File: src/rtl/delay_count_timer.sv
// Serial-loaded delay timer: shifts in a DELAY_W-bit delay, counts (delay+1) units, holds done until ack.
// Define TIMER_ABORT_EN to add an abort input that drops any active phase back to IDLE with a rearm pulse.
//
// state | meaning
// IDLE  | waiting for start_shifting (ignored while rearm is high)
// SHIFT | assembling the delay value, MSB first
// COUNT | counting down delay units, TICKS_PER_UNIT cycles each
// DONE  | timer expired, waiting for ack
module delay_count_timer #(
  parameter int DELAY_W        = 4,
  parameter int TICKS_PER_UNIT = 1000
) (
  input  logic               clk,
  input  logic               reset_n,
  input  logic               start_shifting,
  input  logic               data,
  input  logic               ack,
`ifdef TIMER_ABORT_EN
  input  logic               abort,
`endif
  output logic               counting,
  output logic [DELAY_W-1:0] count,
  output logic               done,
  output logic               rearm
);

  localparam int TICK_W = $clog2(TICKS_PER_UNIT);
  localparam int BIT_W  = $clog2(DELAY_W + 1);
  localparam logic [TICK_W-1:0] TICK_LAST = TICK_W'(TICKS_PER_UNIT - 1);
  localparam logic [BIT_W-1:0]  BIT_LAST  = BIT_W'(DELAY_W - 1);

  typedef enum logic [1:0] {IDLE, SHIFT, COUNT, DONE} state_t;

  state_t              state;
  logic [DELAY_W-1:0]  delay_reg;
  logic [DELAY_W-1:0]  shifted;
  logic [BIT_W-1:0]    bitcnt;
  logic [TICK_W-1:0]   tick;
  logic                abort_req;

`ifdef TIMER_ABORT_EN
  assign abort_req = abort && (state != IDLE);
`else
  assign abort_req = 1'b0;
`endif

  assign shifted = {delay_reg[DELAY_W-2:0], data};

  always_ff @(posedge clk or negedge reset_n) begin
    if (!reset_n) begin
      state     <= IDLE;
      delay_reg <= '0;
      bitcnt    <= '0;
      tick      <= '0;
      counting  <= 1'b0;
      count     <= '0;
      done      <= 1'b0;
      rearm     <= 1'b0;
    end else begin
      rearm <= 1'b0;
      if (abort_req) begin
        state    <= IDLE;
        bitcnt   <= '0;
        tick     <= '0;
        counting <= 1'b0;
        count    <= '0;
        done     <= 1'b0;
        rearm    <= 1'b1;
      end else begin
        unique case (state)
          IDLE: begin
            // rearm high means the recognizer is still being reset; its level is stale
            if (start_shifting && !rearm) begin
              delay_reg <= {{(DELAY_W-1){1'b0}}, data};
              bitcnt    <= BIT_W'(1);
              state     <= SHIFT;
            end
          end
          SHIFT: begin
            delay_reg <= shifted;
            bitcnt    <= bitcnt + BIT_W'(1);
            if (bitcnt == BIT_LAST) begin
              state    <= COUNT;
              count    <= shifted;
              tick     <= '0;
              counting <= 1'b1;
            end
          end
          COUNT: begin
            if (tick == TICK_LAST) begin
              tick <= '0;
              if (count != '0) begin
                count <= count - DELAY_W'(1);
              end else begin
                state    <= DONE;
                counting <= 1'b0;
                done     <= 1'b1;
              end
            end else begin
              tick <= tick + TICK_W'(1);
            end
          end
          DONE: begin
            if (ack) begin
              state <= IDLE;
              done  <= 1'b0;
              rearm <= 1'b1;
            end
          end
          default: state <= IDLE;
        endcase
      end
    end
  end

endmodule

File: config.mk
export PLATFORM = sky130hd
export DESIGN_NAME = delay_count_timer
export DESIGN_NICKNAME = d
export VERILOG_FILES = /design/src/rtl/delay_count_timer.sv
export SDC_FILE = /design/constraint.sdc
export NUM_CORES = 1
export LEC_CHECK = 0
export ABC_AREA = 1
export CAP_MARGIN = 25
export CORE_ASPECT_RATIO = 2
export CORE_MARGIN = 2
export CORE_UTILIZATION = 25
export DETAILED_ROUTE_END_ITERATION = 10
export PLACE_DENSITY_LB_ADDON = 0.1
export SLEW_MARGIN = 20
export SYNTH_ARGS = -nofsm -noshare
export SYNTH_HDL_FRONTEND = slang
export SYNTH_SLANG_ARGS = --single-unit
File: constraint.sdc
create_clock -name clk -period 2.5 [get_ports clk]
set_input_delay 0.375 -clock clk [delete_from_list [all_inputs] [get_ports clk]]
set_output_delay 0.375 -clock clk [all_outputs]
set_load 0.005 [all_outputs]
# ---- Word level (Yosys, flattened, before mapping)
# Cells that the tools add are included.
dict set report totals {
  register_bits 25
  out_inout_bits 7
  inputBits 5
  wordCells 62
}
dict set report classes {
  n_reduce_logical 13
  n_mux 27
  add_sub_neg 3
  n_eq_ne 11
}
# op n
set ops {}
lappend ops {{two-way mux 10 bit} 2}
lappend ops {{one-hot mux 10 bit (2 select lines)} 1}
lappend ops {{two-way mux 4 bit} 3}
lappend ops {{inequality test 2 bit, second input constant} 6}
lappend ops {{one-hot mux 3 bit (2 select lines)} 2}
lappend ops {{AND reduction 4 bit} 3}
lappend ops {{adder 10 x 1 -> 10 bit, second input constant} 1}
lappend ops {{equality test 10 bit, second input constant} 1}
lappend ops {{two-way mux 2 bit} 5}
lappend ops {{two-way mux 1 bit} 8}
lappend ops {{one-hot mux 2 bit (4 select lines)} 1}
lappend ops {{one-hot mux 4 bit (2 select lines)} 1}
lappend ops {{two-way mux 3 bit} 2}
lappend ops {{nonzero test 2 bit} 3}
lappend ops {{AND reduction 5 bit} 1}
lappend ops {{equality test 2 bit, second input constant} 2}
lappend ops {{one-hot mux 1 bit (2 select lines)} 2}
lappend ops {{AND reduction 2 bit} 2}
lappend ops {{nonzero test 4 bit} 1}
lappend ops {{subtractor 4 x 1 -> 4 bit, second input constant} 1}
lappend ops {{adder 3 x 1 -> 3 bit, second input constant} 1}
lappend ops {{equality test 3 x 2 -> 1 bit, second input constant} 1}
lappend ops {{equality test 2 x 1 -> 1 bit, second input constant} 1}
lappend ops {{zero test 2 bit} 1}
lappend ops {{other kinds (2)} 2}

# ---- Depth between registers and ports, before layout
# Gate-level depths: netlist of the first run.
dict set report depth {
  word_depth 4
  mapped_depth 11
  ltp_nobuf 9
}

# ---- Worst setup path after synthesis of the first run
# No wires, ideal clock.
dict set report synth_timing {
  path_kind {register to register}
  startpoint {register state[0]}
  endpoint {register tick[2]}
  path_buffers 2
  setup_time_ps 119
  path_stages_with_launch 12
  arrival_ps 1324
  path_slack_ps 1057
  required_time_ps 2381
  synth_period_minus_slack_ps 1443
  path_cell_list {dfrtp_1 -> inv_1 -> ha_1 -> buf_6 -> inv_8 -> nand2_4 -> nand2_8 -> inv_6 -> buf_8 -> nand3_1 -> nand2_1 -> nor2_1}
}
dict set report synth_between {
  elab_chain_len 3
  word_cells_on_any_way 6
  cone_classes {eq/ne (3); mux (1); reduce/logical (2)}
}
# item line
set synth_rtl {}
lappend synth_rtl {{start: declaration} 34} ;# state_t state;
lappend synth_rtl {{start signal: assignment} 51} ;# state <= IDLE;
lappend synth_rtl {{start signal: assignment} 62} ;# state <= IDLE;
lappend synth_rtl {{start signal: assignment} 76} ;# state <= SHIFT;
lappend synth_rtl {{equality test 2 x 1 -> 1 bit or equality test 2 bit (tied branches)} 70} ;# unique case (state)
lappend synth_rtl {{inequality test 2 bit (no line) or nonzero test 2 bit (tied branches)} -}
lappend synth_rtl {{AND reduction 2 bit (no line)} -}
lappend synth_rtl {{end signal: assignment} 100} ;# tick <= tick + TICK_W'(1);
lappend synth_rtl {{end: declaration} 38} ;# logic [TICK_W-1:0] tick;
# Several ways; a longest one is shown, not always the timed one.
# A chain may end at the register's enable or synchronous reset.

# ---- Final worst setup path of the first run
dict set report layout_timing {
  startpoint {register state[0]}
  endpoint {register tick[5]}
}
# The elaborated chain is that of the path after synthesis.

==> results of run 1 <==
## stage by stage
stage	instance area, um^2	utilization
finish	1760	0.298
detailed placement	1680	0.285
floorplan	1510	-
CTS	1760	0.298
global route	1760	0.298
global placement	1680	0.285
## logic make-up (layout without fill, tap and decap cells)
kind of cell	count (synthesis)	in the layout
AOI/OAI and AO/OA	23	23
muxes	1	1
and+or+nand+nor	99	99
DFF	25	25
adders and majority gates	9	9
buffers and inverters	29	43
## final timing paths
| kind | depth (start not counted) | slack, ns | endpoint | start |
|---|---|---|---|---|
| setup / recovery | 8 | 0.69 | tick[5] | state[0] |
| hold / removal | 2 | 0.48 | done | done |
| setup reg to reg | 8 | 0.69 | tick[5] | state[0] |
| hold reg to reg | 2 | 0.48 | done | done |
| max in group asynchronous | 2 | 1.76 | tick[9] | reset_n |
| min in group asynchronous | 2 | 0.49 | delay_reg[2] | reset_n |
## power breakdown
group          leakage, nW  switching [W]  internal (W)
Combinational        0.457       0.000618      0.000375
Sequential           0.325      0.0000919      0.000518
Clock               0.0382       0.000145      0.000218
Total                0.821       0.000855       0.00111
## critical path, cell delays in order (launching register included)
cell and delay (ns):
dfrtp_1 0.41, inv_1 0.12, ha_1 0.53, inv_8 0.08
nand2_4 0.10, nand2_8 0.08, inv_6 0.13, nand3_1 0.07
and3_1 0.18
## per-layer routing
layer | track usage | routed length (um) | up-vias
met2 | 0.170 | 1490 | 16
met1 | 0.146 | 1490 | 519
met3 | 0.0136 | 85 | 4
met5 | 0 | 0 | -
met4 | 0.0409 | 53 | 0
li1 | - | - | 632
## synth_stat cells, types with 2 or more instances
master,count,area share
nand2_4,3,0.022
nand4_1,6,0.025
o21ai_1,2,0.0066
nor2_1,10,0.025
nor2_2,2,0.0083
a21oi_1,4,0.013
o22ai_1,4,0.017
inv_1,24,0.060
ha_1,9,0.075
nand3_1,17,0.056
dfrtp_1,25,0.41
nand2_1,49,0.12
o21ai_0,10,0.033
and3_1,2,0.0083
nor2_4,2,0.015
nand2_2,4,0.017
## area by class of cell
type	instances	area, um^2	area share
clock buffers	4	78.8	0.0448
inverters	27	114	0.0647
well taps	63	78.8	0.0448
multi-input cells	132	744	0.423
flip-flops and latches	25	626	0.356
repair buffers	12	118	0.0669
==> out/qor.txt, run 1 <==
Status: complete, but fails checks
Failing checks: design-rule violations
RSZ-0062 raised after global routing: false
Setup CP Type: reg -> reg
CTS Buf Count: 3
Register area share after synthesis: 0.414
Post-CTS setup buffers: 0
Share of cells above drive strength 1: 0.115
Data arrival time of the critical path: 1.96 ns
Pre-Repair DR Iteration Count: 7
Inst Count DP: 259
Prevailing post-synth register cell: dfrtp_1
Worst-skew pair later-pin latency: 0.26 ns
Routed vias: 1,171
Library cells used by synthesis: 29
Wirelength per Cell: 11.9 um
Chip height: 114 um
Post-synthesis xor/xnor area fraction: 0
Tot Pwr: 0.00197 W
Dpl hpwl: 2350 um
Net count, final: 215
Worst Max-Slew Pin Slew: 0.564 ns
Worst hold slack: 0.479 ns
Worst vdd ir: 0.000460 V
DRC: 1
Pwr per Cell Area: 1120 nW/um^2
Crit share post-route: 0.723
Final Routed Wirelength: 3120 um
CTS tree: yes
Num ports: 12
Syn. warnings: 0
Htree depth: 1
Setup crit end kind: flip-flop
Ant. Diodes: 0
Vias in the first global route: 1,195
Maximum clock rate: 0.553 GHz
Top flop regs: tick x10, count x4
Clock-pin slew on the worst setup and hold paths: 0.07 ns
DR vias/cell: 4.45
Slew Limit Fails: 0
Relative slew slack: 0.624
Mux cell area share after synthesis: 0.00746
Pre-CTS setup slack: 0.672 ns
Full die area: 6720 um^2
Crit path max fanout: 14
Final Instance Count excl. Fillers: 263
Post-synth EDFFs: 0
Clock Root Buffer: clkbuf_16
Die W: 59.0 um
Cell Rows: 40
Setup violators final: 0
Most common cell after layout, fill and taps aside: nand2_1
Setup slack after layout: 0.692 ns
Synthesis-to-finish area growth: 16.5%
Clock Skew: 0.00516 ns
Max Cap Viol: 0
Async set-or-reset flop fraction in the synthesized netlist: 1.00
Most frequent cells in the layout: nand2_1 (49), dfrtp_1 (25), inv_1 (24), nand3_1 (17), clkdlybuf4s50_1 (11)
Synth Area in Simple Gates: 0.326
Synth Area in Adders: 0.0746
Final Hold Vio Count: 0
CORE AREA: 5910 um^2
Leak: 0.821 nW
CP startpoint kind: flip-flop
IO buf count: 11
First-pass GRT wire length: 5620 um
Total track usage: 0.107
Initial antenna violation count: 0
Antenna-violating nets left: 0
Post-synthesis compound-gate area fraction: 0.0845
Syn_nets: 200
GP Congestion: 0.797
Number of fill cells in the layout: 645
Initial core utilization: 0.256
Crit path time final: 1.81 ns
Syn Area/Cell: 8.12 um^2
CTS Hold Bufs: 0
Mapped Area: 1510 um^2
HP Class: reg -> reg
Gr ovfl total: 0
Largest family of logic cells by synthesized area: simple AND/OR/NAND/NOR gates
FF+latch count, synth: 25
Largest net degree at the start of global routing: 26
Top reg by flops: tick
TNS Setup: 0 ns
Max Buffers Root-to-Sink: 2
CP required: 2.65 ns
Max reg flops: 10
Post-CTS sizing: 0
Gate Count Post-Synth: 186
Starting DRT DRC Count: 31
CTS Sinks: 25
Note: power is estimated with default switching activity, not from simulation.
==> run 2: changes to the inputs <==
==> constraint.sdc (replaced) <==
create_clock -name clk -period 1.7 [get_ports clk]
set_input_delay 0.255 -clock clk [delete_from_list [all_inputs] [get_ports clk]]
set_output_delay 0.255 -clock clk [all_outputs]
set_load 0.005 [all_outputs]
==> out/qor.txt, run 2 (synthesized netlist as in run 1, its figures left out) <==
Status: complete, but fails checks
Failing checks: design-rule violations
Cell Rows: 40
Data arrival time of the critical path: 1.66 ns
Crit path largest cell delay: 0.39 ns
Most frequent cells in the layout: nand2_1 (49), dfrtp_1 (25), inv_1 (24), nand3_1 (17), clkdlybuf4s50_1 (11)
Top reg by flops: tick
Total track usage: 0.103
Inst Count DP: 260
Setup violators final: 0
Routed vias: 1,196
Vias in the first global route: 1,155
Leak: 0.824 nW
TNS Setup: 0 ns
Sequential cell area: 626 um^2
Finished Core Util: 0.301
DRC: 1
Starting DRT DRC Count: 37
Chip height: 114 um
Pre-Repair DR Iteration Count: 7
Pre-CTS setup slack: 0.113 ns
Clock Skew: 0.00322 ns
Pwr per Cell Area: 1640 nW/um^2
Most common cell after layout, fill and taps aside: nand2_1
IO buf count: 11
HP Class: in -> async
CP startpoint kind: flip-flop
Final Routed Wirelength: 3100 um
CP required: 1.85 ns
Full die area: 6720 um^2
Setup slack after layout: 0.183 ns
GP Congestion: 0.781
RSZ-0062 raised after global routing: false
Cells on worst reg2reg path: 9
CORE AREA: 5910 um^2
Max reg flops: 10
DR vias/cell: 4.53
CTS Sinks: 25
Crit path time final: 1.52 ns
Worst-skew pair later-pin latency: 0.26 ns
Final Hold Vio Count: 0
Number of fill cells in the layout: 639
First-pass GRT wire length: 5360 um
Share of cells above drive strength 1: 0.134
Crit path max fanout: 14
Synthesis-to-finish area growth: 17.6%
Initial core utilization: 0.256
Clock-pin slew on the worst setup and hold paths: 0.06 ns
Final Instance Count excl. Fillers: 264
CTS tree: yes
Bufs and invs on worst path: 2
Worst vdd ir: 0.000845 V
Die W: 59.0 um
Htree depth: 1
Largest net degree at the start of global routing: 26
Wirelength per Cell: 11.7 um
Relative slew slack: 0.775
Net count, final: 216
CTS Buf Count: 3
Crit share post-route: 0.893
Top flop regs: tick x10, count x4
Max Buffers Root-to-Sink: 2
Clock Root Buffer: clkbuf_16
Flop2flop setup slack: 0.18 ns
Area of the multi-input gates: 753 um^2
CP cell instances: ha_1, ha_1, inv_1, nand2_2, nand2_8, inv_6, nand2_1, nand2_1, and3_1
Maximum clock rate: 0.659 GHz
Max Cap Viol: 0
Worst Max-Slew Pin Slew: 0.338 ns
Reg2reg end: tick[5]
Ant. Diodes: 0
Setup crit end kind: flip-flop
Initial antenna violation count: 0
Dpl hpwl: 2350 um
CTS Hold Bufs: 0
CP top delay family: simple AND/OR/NAND/NOR gates
Slew Limit Fails: 0
Slowest stage cell, crit path: dfrtp_1
Antenna-violating nets left: 0
Num ports: 12
Gr ovfl total: 0
Worst r2r src: bitcnt[0]
Setup CP Type: reg -> reg
## run 2: metrics by stage
step	cell area [um^2]	total power (W)	hold WS, ns
after floorplan	1510	0.00206	-0.0406
after global placement	1690	0.00243	0.464
after detailed placement	1690	0.00242	0.463
after CTS	1770	0.00296	0.388
after global routing	1780	0.00322	0.418
final	1780	0.00291	0.368
## run 2: area by class of cell
| cell class | instances | area share |
|---|---|---|
| clock buffer | 4 | 0.0444 |
| inverter | 27 | 0.0641 |
| multi-input combinational | 132 | 0.424 |
| sequential | 25 | 0.352 |
| tap | 63 | 0.0444 |
| timing repair buffer | 13 | 0.0705 |
## run 2: worst max-delay path by stage
stage                         start  endpoint  slack (ns)  depth (start not counted)
final                     bitcnt[0]   tick[5]        0.18                          9
after global routing       count[0]      done        0.02                          9
after CTS                  state[0]   tick[5]        0.10                          8
after detailed placement   state[0]  count[3]        0.11                          9
after global placement     state[0]  count[3]        0.11                          9
after floorplan            state[0]   tick[2]        0.26                         11
## run 2: worst reg2reg max path, delay by kind of cell, from the launching register on
family	cells	cell delay, ns
and+or+nand+nor	5	0.50
DFF	1	0.39
buffers and inverters	2	0.15
adders and majority gates	2	0.37
## run 2: timing repair
action                                  4_1_cts  5_1_grt
gates resized for setup                       0        3
setup buffers                                 0        0
endpoints found under the setup margin        0        7
## run 2: power by group
part	total, W	internal [W]	switching, W
combinational	0.00149	0.000571	0.000924
clock	0.000522	0.000320	0.000201
sequential	0.000889	0.000763	0.000126
## run 2: per-layer routing
layer	global-route usage	vias to the layer above	wire (um)
li1	-	632	-
met1	0.143	543	1510
met2	0.158	19	1460
met3	0.0136	2	82
met4	0.0455	0	47
met5	0	-	0
==> run 3: changes to the inputs <==
--- a/config.mk
+++ b/config.mk
@@ -12,7 +12,9 @@
 export CORE_UTILIZATION = 25
 export DETAILED_ROUTE_END_ITERATION = 10
 export PLACE_DENSITY_LB_ADDON = 0.1
+export REMOVE_ABC_BUFFERS = 1
 export SLEW_MARGIN = 20
 export SYNTH_ARGS = -nofsm -noshare
 export SYNTH_HDL_FRONTEND = slang
 export SYNTH_SLANG_ARGS = --single-unit
+export TNS_END_PERCENT = 5
==> out/qor.txt, run 3 (synthesized netlist as in run 1, its figures left out) <==
Status: complete, but fails checks
Failing checks: design-rule violations
RSZ-0062 raised after global routing: false
Top reg by flops: tick
Data arrival time of the critical path: 1.69 ns
Maximum clock rate: 0.651 GHz
Post-Place Cell Area: 1690 um^2
Sequential cell area: 626 um^2
CP required: 1.86 ns
Crit path max fanout: 14
Max reg flops: 10
Setup CP Type: reg -> reg
Top cell by count, worst path: nand2_1
Cell Rows: 40
GP Congestion: 0.802
HP Class: in -> async
Slowest stage cell, crit path: dfrtp_1
CP cell instances: inv_1, ha_2, inv_8, nand2_4, nand2_8, inv_6, nand3_2, nand2_1, nand2_1
Worst-skew pair later-pin latency: 0.26 ns
TNS Setup: 0 ns
Gr ovfl total: 0
Sequential Power Share: 0.303
Reg2reg end: count[3]
Max Cap Viol: 0
Htree depth: 1
DRC: 4
Wirelength per Cell: 12.2 um
Crit path time final: 1.54 ns
CTS Hold Bufs: 0
Vias in the first global route: 1,263
Total track usage: 0.111
Cells on worst reg2reg path: 9
Num ports: 12
CTS tree: yes
Max Buffers Root-to-Sink: 2
Crit path largest cell delay: 0.41 ns
Number of fill cells in the layout: 649
Synthesis-to-finish area growth: 17.3%
Clock Root Buffer: clkbuf_16
Chip height: 114 um
Die W: 59.0 um
Starting DRT DRC Count: 22
Post-CTS setup buffers: 0
Top flop regs: tick x10, count x4
Slew Limit Fails: 0
Final cell area excluding filler cells: 1770 um^2
Area of the multi-input gates: 749 um^2
Dpl hpwl: 2370 um
Routed vias: 1,209
Most frequent cells in the layout: nand2_1 (49), dfrtp_1 (25), inv_1 (24), nand3_1 (17), clkdlybuf4s50_1 (11)
Setup violators final: 0
Net count, final: 216
Initial core utilization: 0.256
Clk pwr share: 0.183
Full die area: 6720 um^2
Worst r2r src: state[0]
Antenna-violating nets left: 0
DR vias/cell: 4.58
CP startpoint kind: flip-flop
Ant. Diodes: 0
Final Routed Wirelength: 3210 um
Worst vdd ir: 0.000591 V
Pre-Repair DR Iteration Count: 8
Leak: 0.824 nW
CORE AREA: 5910 um^2
Share of cells above drive strength 1: 0.129
IO buf count: 11
First-pass GRT wire length: 5710 um
CP Launch Point: state[0]
Largest net degree at the start of global routing: 26
Setup crit end kind: flip-flop
Post-CTS sizing: 0
Pwr per Cell Area: 1650 nW/um^2
CTS Sinks: 25
Sw Ratio: 0.436
Relative slew slack: 0.768
Crit share post-route: 0.904
Most common cell after layout, fill and taps aside: nand2_1
Power Internal: 0.00165 W
Flop2flop setup slack: 0.16 ns
Clock Skew: 0.00355 ns
Comb power frac: 0.515
Clock-pin slew on the worst setup and hold paths: 0.06 ns
Net switching power: 0.00128 W
Initial antenna violation count: 0
CTS Buf Count: 3
Final Hold Vio Count: 0
Worst Max-Slew Pin Slew: 0.347 ns
## run 3: cell counts in the layout (fill, tap and decap cells not counted)
Identical to the previous run, type by type.
## run 3: worst max-delay path by stage
stage          slack [ns]  depth (start not counted)       end
2_1_floorplan        0.08                          8   tick[5]
5_1_grt              0.03                          9  count[2]
4_1_cts              0.09                          9  count[3]
6_report             0.16                          9  count[3]
3_3_place_gp         0.11                          9  count[3]
3_5_place_dp         0.11                          9  count[3]
## run 3: power groups by stage
stage / Combinational (W) / Clock [W] / Sequential (W)
after detailed placement: 0.00152 / 0 / 0.000898
after floorplan: 0.00110 / 0 / 0.000879
final: 0.00151 / 0.000535 / 0.000887
after global routing: 0.00175 / 0.000571 / 0.000915
after global placement: 0.00153 / 0 / 0.000899
after CTS: 0.00153 / 0.000568 / 0.000887
## run 3: layout make-up
class | count | area share
Clock buffer | 4 | 0.0445
Inverter | 27 | 0.0643
Multi-Input combinational cell | 132 | 0.423
Sequential cell | 25 | 0.353
Tap cell | 63 | 0.0445
Timing Repair Buffer | 13 | 0.0706
## run 3: worst max-delay path, delay by kind of cell (launching register included)
| family | cells | cell delay, ns |
|---|---|---|
| AND/OR/NAND/NOR | 5 | 0.43 |
| flip-flops | 1 | 0.41 |
| buffers and inverters | 3 | 0.31 |
| adder cells (fa/ha/maj) | 1 | 0.26 |
## run 3: routing by layer
| layer | routed length, um | global-route usage |
|---|---|---|
| met4 | 70 | 0.0545 |
| met3 | 89 | 0.0136 |
| met1 | 1530 | 0.142 |
| met5 | 0 | 0 |
| met2 | 1520 | 0.180 |
## run 3: through the flow
| step | cells | total power (W) | util | worst slack (ns) | hold slack, ns |
|---|---|---|---|---|---|
| after floorplan | 184 | 0.00198 | - | 0.0812 | -0.0406 |
| after CTS | 264 | 0.00299 | 0.299 | 0.0917 | 0.386 |
| after detailed placement | 260 | 0.00242 | 0.286 | 0.110 | 0.465 |
| after global routing | 264 | 0.00324 | 0.300 | 0.0284 | 0.406 |
| after global placement | 260 | 0.00243 | 0.286 | 0.111 | 0.459 |
| final | 264 | 0.00293 | 0.300 | 0.163 | 0.367 |
